===== config.mk =====
export PLATFORM = sky130hd
export DESIGN_NAME = memory_arbiter
export DESIGN_NICKNAME = d
export VERILOG_FILES = /design/src/rtl/cpu_types_pkg.sv /design/src/rtl/memory_arbiter.sv
export SDC_FILE = /design/constraint.sdc
export NUM_CORES = 1
export LEC_CHECK = 0
export ABC_CLOCK_PERIOD_IN_PS = 3400
export CORE_ASPECT_RATIO = 0.7
export CORE_MARGIN = 10
export CORE_UTILIZATION = 38
export DETAILED_ROUTE_END_ITERATION = 16
export PLACE_DENSITY = 0.95
export SLEW_MARGIN = 20
export SYNTH_ARGS = -nofsm -noshare
export SYNTH_HDL_FRONTEND = slang
export SYNTH_SLANG_ARGS = --single-unit

===== constraint.sdc =====
create_clock -name CLK -period 3.4 [get_ports CLK]
set_clock_uncertainty 0.15 [all_clocks]
set_input_delay 0.51 -clock CLK [delete_from_list [all_inputs] [get_ports CLK]]
set_output_delay 0.51 -clock CLK [all_outputs]
set_load 0.005 [all_outputs]

===== src/rtl/cpu_types_pkg.sv =====
// Types shared across the CPU memory path: bus word, RAM handshake
// states and the memory arbiter's FSM state.
package cpu_types_pkg;

    typedef logic [31:0] word_t;

    typedef enum logic [1:0] {
        FREE   = 2'd0,
        BUSY   = 2'd1,
        ACCESS = 2'd2,
        ERROR  = 2'd3
    } ramstate_t;

    typedef enum logic [1:0] {
        IDLE = 2'd0,
        ISRV = 2'd1,
        DSRV = 2'd2
    } arb_state_t;

endpackage


===== src/rtl/memory_arbiter.sv =====
// Shares the single RAM port between instruction fetch and data access.
// Data wins by default; a streak counter bounds fetch starvation.
module memory_arbiter
    import cpu_types_pkg::*;
#(
    parameter int WORD_W    = 32,
    parameter int FAIR_N    = 4,
    parameter int MAX_RETRY = 3
) (
    input  logic              CLK,
    input  logic              RST,
    input  logic              iREN,
    input  logic [WORD_W-1:0] iaddr,
    output logic              iwait,
    output logic [WORD_W-1:0] iload,
    input  logic              dREN,
    input  logic              dWEN,
    input  logic [WORD_W-1:0] daddr,
    input  logic [WORD_W-1:0] dstore,
    output logic              dwait,
    output logic [WORD_W-1:0] dload,
    output logic              ramREN,
    output logic              ramWEN,
    output logic [WORD_W-1:0] ramaddr,
    output logic [WORD_W-1:0] ramstore,
    input  logic [WORD_W-1:0] ramload,
    input  logic [1:0]        ramstate,
    output logic              bus_err
);

    localparam int SW = $clog2(FAIR_N + 1);
    localparam int RW = $clog2(MAX_RETRY + 1);
    localparam logic [SW-1:0] STREAK_MAX = SW'(FAIR_N);
    localparam logic [RW-1:0] RETRY_MAX  = RW'(MAX_RETRY);

    arb_state_t        state_q;
    logic [SW-1:0]     dstreak_q;
    logic [RW-1:0]     retry_q;
    logic [WORD_W-1:0] addr_q;
    logic [WORD_W-1:0] store_q;
    logic              ren_q;
    logic              wen_q;

    ramstate_t rs;
    logic      serving;
    logic      give_up;
    logic      finish;
    logic      d_pending;
    logic      grant_data;

    assign rs         = ramstate_t'(ramstate);
    assign serving    = (state_q == ISRV) || (state_q == DSRV);
    assign give_up    = (rs == ERROR) && (retry_q == RETRY_MAX);
    assign finish     = (rs == ACCESS) || give_up;
    assign d_pending  = dREN || dWEN;
    // Data wins unless it has already taken FAIR_N grants past a waiting fetch.
    assign grant_data = d_pending && !(iREN && (dstreak_q == STREAK_MAX));

    // NOTE: sequential state uses non-blocking assignments only, so every
    // register samples the pre-edge values of its neighbours.
    always_ff @(posedge CLK or posedge RST) begin
        if (RST) begin
            state_q   <= IDLE;
            dstreak_q <= '0;
            retry_q   <= '0;
            addr_q    <= '0;
            store_q   <= '0;
            ren_q     <= 1'b0;
            wen_q     <= 1'b0;
        end else begin
            case (state_q)
                IDLE: begin
                    if (grant_data) begin
                        state_q   <= DSRV;
                        addr_q    <= daddr;
                        store_q   <= dstore;
                        wen_q     <= dWEN;
                        ren_q     <= !dWEN;
                        retry_q   <= '0;
                        dstreak_q <= !iREN                    ? '0 :
                                     (dstreak_q == STREAK_MAX) ? STREAK_MAX :
                                                                 dstreak_q + 1'b1;
                    end else if (iREN) begin
                        state_q   <= ISRV;
                        addr_q    <= iaddr;
                        store_q   <= '0;
                        wen_q     <= 1'b0;
                        ren_q     <= 1'b1;
                        retry_q   <= '0;
                        dstreak_q <= '0;
                    end
                end
                ISRV, DSRV: begin
                    if (finish) begin
                        state_q <= IDLE;
                        ren_q   <= 1'b0;
                        wen_q   <= 1'b0;
                    end else if (rs == ERROR) begin
                        retry_q <= retry_q + 1'b1;
                    end
                end
                default: begin
                    state_q <= IDLE;
                    ren_q   <= 1'b0;
                    wen_q   <= 1'b0;
                end
            endcase
        end
    end

    assign ramREN   = ren_q;
    assign ramWEN   = wen_q;
    assign ramaddr  = addr_q;
    assign ramstore = store_q;

    // Completion signalling is combinational so the requester sees it in the
    // same cycle the RAM reports ACCESS or the final ERROR.
    assign iwait   = !((state_q == ISRV) && finish);
    assign dwait   = !((state_q == DSRV) && finish);
    assign iload   = ((state_q == ISRV) && (rs == ACCESS)) ? ramload : '0;
    assign dload   = ((state_q == DSRV) && (rs == ACCESS)) ? ramload : '0;
    assign bus_err = serving && give_up;

endmodule


Word-level counts from Yosys, hierarchy flattened. Index checks and enable logic that the tools add are counted.

Flip-flop bits (word level): 73. Input bits: 135. Logic and storage cells: 67.

Add/sub/neg operators: 2. Equality and inequality tests: 10. Mux-type cells: 26. Reduce and logical (&&, ||, !) cells: 22.

Operator list (count): 32-bit 2-to-1 mux (6); 2-bit 2-to-1 mux (7); 3-bit 2-to-1 mux (4); 2-bit == test, second input constant (4); 1-bit logical AND (8); 2-bit one-hot mux with 2 select lines (2); 2-bit != test, second input constant (3); 1-bit 2-to-1 mux (5); 1-bit zero test (4); 1-bit one-hot mux with 2 select lines (2); 2-bit AND reduction (2); 4-bit AND reduction (1); 2-bit nonzero test (2); 3-bit by 1-bit adder with 3-bit output, second input constant (1); 3-bit == test, second input constant (1); 1-bit logical OR (3); 3-bit != test, second input constant (1); 2-bit by 1-bit adder with 2-bit output, second input constant (1); 2-bit by 1-bit == test with 1-bit output, second input constant (1); 2-bit zero test (1); 2-bit OR reduction (1).

Longest topological paths before layout.
Word-level depth: 6. Mapped depth: 8. Depth with buffers taken out: 6.

Worst setup path before layout. OpenSTA, ideal clock, no wires.

Path kind: reg-to-output. Start: reg state_q[0]. End: out dload[10]. Arrival: 1160 ps. Setup slack: 1580 ps. Stages on the path, launching flop included: 6. Path buffers: 1. Cell sequence: dfrtp_1 inv_1 ha_1 and3b_1 clkbuf_1 and2_1.

Word-level cells in the longest chain between the ends: 3.

RTL lines: start: declaration (line memory_arbiter.sv:36) `arb_state_t state_q;`; start signal: assignment (line memory_arbiter.sv:63) `state_q <= IDLE;`; start signal: assignment (line memory_arbiter.sv:74) `state_q <= DSRV;`; start signal: assignment (line memory_arbiter.sv:84) `state_q <= ISRV;`; 2-bit == test (line memory_arbiter.sv:121) `assign dload = ((state_q == DSRV) && (rs == ACCESS)) ? ramload : '0;`; 1-bit logical AND (line memory_arbiter.sv:121); 32-bit 2-to-1 mux (line memory_arbiter.sv:121); end: declaration (line memory_arbiter.sv:21) `output logic [WORD_W-1:0] dload,`.

No other way between the ends.

Worst setup path in the final report.
Start: in ramstate[1]. End: out dload[20].

Word-level cells in the longest chain between the ends: 3.

RTL lines: start: declaration (line memory_arbiter.sv:27) `input logic [1:0] ramstate,`; 2-bit == test (line memory_arbiter.sv:121); 1-bit logical AND (line memory_arbiter.sv:121); 32-bit 2-to-1 mux (line memory_arbiter.sv:121).

No other way between the ends.

==> qor.yml <==
run_status:
  status: "completed"
setup_path:
  critical_path_class: "in2out"
  cp.arrival_ns: 2.25
  critPathCaptureType: "output pin"
  worstPathRequired_ns: 2.74
  critical_path.startpoint_type: "input port"
  startpoint: "ramstate[1]"
  crit_path_max_fanout: 32
  r2r_start: "state_q[0]"
routing:
  drt_iter0_drc: 118
  wl_met1_mm: 5.97
  avgViaCountPerCell: 4.90
  antenna_left: 0
  met3_length_mm: 1.36
  drt_pass1_iterations: 4
  wl_met2_mm: 7.69
  dr.max_layer_used: "met4"
  wl_mm: 15.2
  vias: 3773
  wl_per_cell_um: 19.7
  route.detailed.drc: 0
sta:
  setup_tns_ns: 0
  timing.final.crit_period_ns: 2.91
  max_slew.worst_pin.slew_ns: 0.497
  rsz0062_at_grt: "false"
  maxSlewHeadroom_pct: 66.9
  timing.final.crit_share_pct: 85.6
  final_max_slew_viol_count: 0
  setup_viol: 0
  final_hold_viol_count: 0
  max_freq_ghz: 0.344
  setup_slack_ns: 0.491
yosys:
  syn_area_um2: 3850
  synth_top_family_by_area: "compound AO/OA/AOI/OAI gates"
  postSynthAreaPerCell_um2: 10.2
  synth-xor-area-share_pct: 0
  synth_enable_flop_cells: 0
  ys_ff_latch: 73
  ys_seq_area_share_pct: 47.5
  synthSimpleGateAreaFrac_pct: 19.8
  synth-main-ff-cell: "dfrtp_1"
  post_synth_num_cell_types: 28
  synthArstFlopShare_pct: 100
  synthAdderAreaFrac_pct: 1.95
  synthMuxAreaShare_pct: 0.845
  yosysWarnings: 0
  synth-compound-area-share_pct: 24.1
  synthCells: 377
  synth.net_count: 518
finish:
  layout_commonest_cell: "clkdlybuf4s50_1"
  drive_gt1_share_pct: 13.9
  insertedDiodeCount: 0
  num-nets-final: 779
  final_cell_mix: "clkdlybuf4s50_1, dfrtp_1, and2_1"
  syn2layout_area_growth_pct: 79.8
floorplan:
  fp.dieW_um: 140
  core_area_um2: 9800
  die_h_um: 104
  design.die.area_um2: 14600
  ios: 268
  start_util_pct: 39.3
  rows: 30
cts:
  cts_buffer_depth: 2
  ctsHoldBuffers: 0
  postCtsSetupRepairBufs: 0
  cts_sinks: 73
  h-tree-depth: 3
  clk_pin_slew_worst_paths_ns: 0.06
  ctsResizeCount: 0
  tritoncts: "done"
  cts_root_buf: "clkbuf_16"
  worstSkewPairLatency_ns: 0.32
  numCtsBuffers: 9
grt:
  grt_pass1_vias: 4215
  groute.usage.overall_pct: 19.9
  antenna_found_initial: 0
  grt_start_max_net_pins: 39
  grt.overflow.total: 0
  grt_pass1_wl_mm: 23.7
hold_path:
  hold_path.class: "reg2reg"
  hold_start: "ramstore[4]"
placed_design:
  place.gp.congestion: 0.855
  io_buffers: 267
  place.detailed.hpwl_mm: 12.1
  dp_worst_setup_slack_ns: 0.480
power_and_ir_drop:
  peakVddDrop_mv: 0.406
  power_density_nw_per_um2: 759
  leakage_uw: 0.00283
flow_run:
  cap_viol_max_count: 0
[state kept, by name, indices dropped and copies added (netlist names)]
register / cells
state_q: 2
retry_q: 2
ramaddr: 32
ramstore: 32
ramREN: 1
ramWEN: 1
dstreak_q: 3
[Yosys cell counts (all sizes together) (3+ instances only)]
master,number,area share (%)
inv,7,0.68
nand2,39,3.8
dfrtp,73,47
a22o,36,8.2
and2,65,11
a21oi,68,14
ha,6,2.0
clkbuf,8,0.78
buf,20,4.4
nor2,34,3.3
nand3,3,0.39
[logic make-up after synthesis]
group,count (synthesis)
compound gates,110
fa+ha+maj,6
simple gates,150
flops,73
mux,3
buf+inv,35
[worst max-delay path, stage by stage]
cell and delay [ns]:
clkdlybuf4s50_1 0.56, and3b_1 0.18, buf_4 0.25, and2_1 0.19
clkdlybuf4s50_1 0.54
[where the power goes]
group          switching [uW]  internal [uW]
combinational            1170           1460
sequential                247           1290
clock                     363            718
total                    1780           3470
[worst paths after layout]
path,cells after the start,end,slack [ns]
worst min-delay path,1,ramstore[4],0.35
worst min register to register,1,ramstore[4],0.35
min in group asynchronous,3,ramstore[29],0.47
max in group asynchronous,3,ramaddr[26],2.25
worst max-delay path,5,dload[20],0.49
worst max register to register,6,ramWEN,1.35
[metrics by stage]
step	cell area [um^2]	power [uW]	cells	hold slack [ns]	util, %
floorplan	3850	2880	377	0.326	-
global placement	6580	4090	755	0.339	67.2
detailed placement	6580	4210	755	0.345	67.2
CTS	6920	5320	770	0.363	70.6
global route	6920	5600	770	0.382	70.6
finish	6920	5260	770	0.355	70.6
[layout make-up]
type | count | area, um^2
fillers | 711 | 2880
repair buffers | 278 | 2770
flip-flops and latches | 73 | 1830
multi-input cells | 269 | 1800
clock buffers | 9 | 225
well taps | 128 | 160
clock inverters | 6 | 116
inverters | 7 | 26.3
[per-layer routing]
layer | global-route usage, % | vias to the layer above
li1 | - | 1792
met1 | 22.7 | 1804
met2 | 35.0 | 163
met3 | 7.53 | 14
met4 | 3.31 | 0
met5 | 0 | -
(Power assumes the default switching activity.)
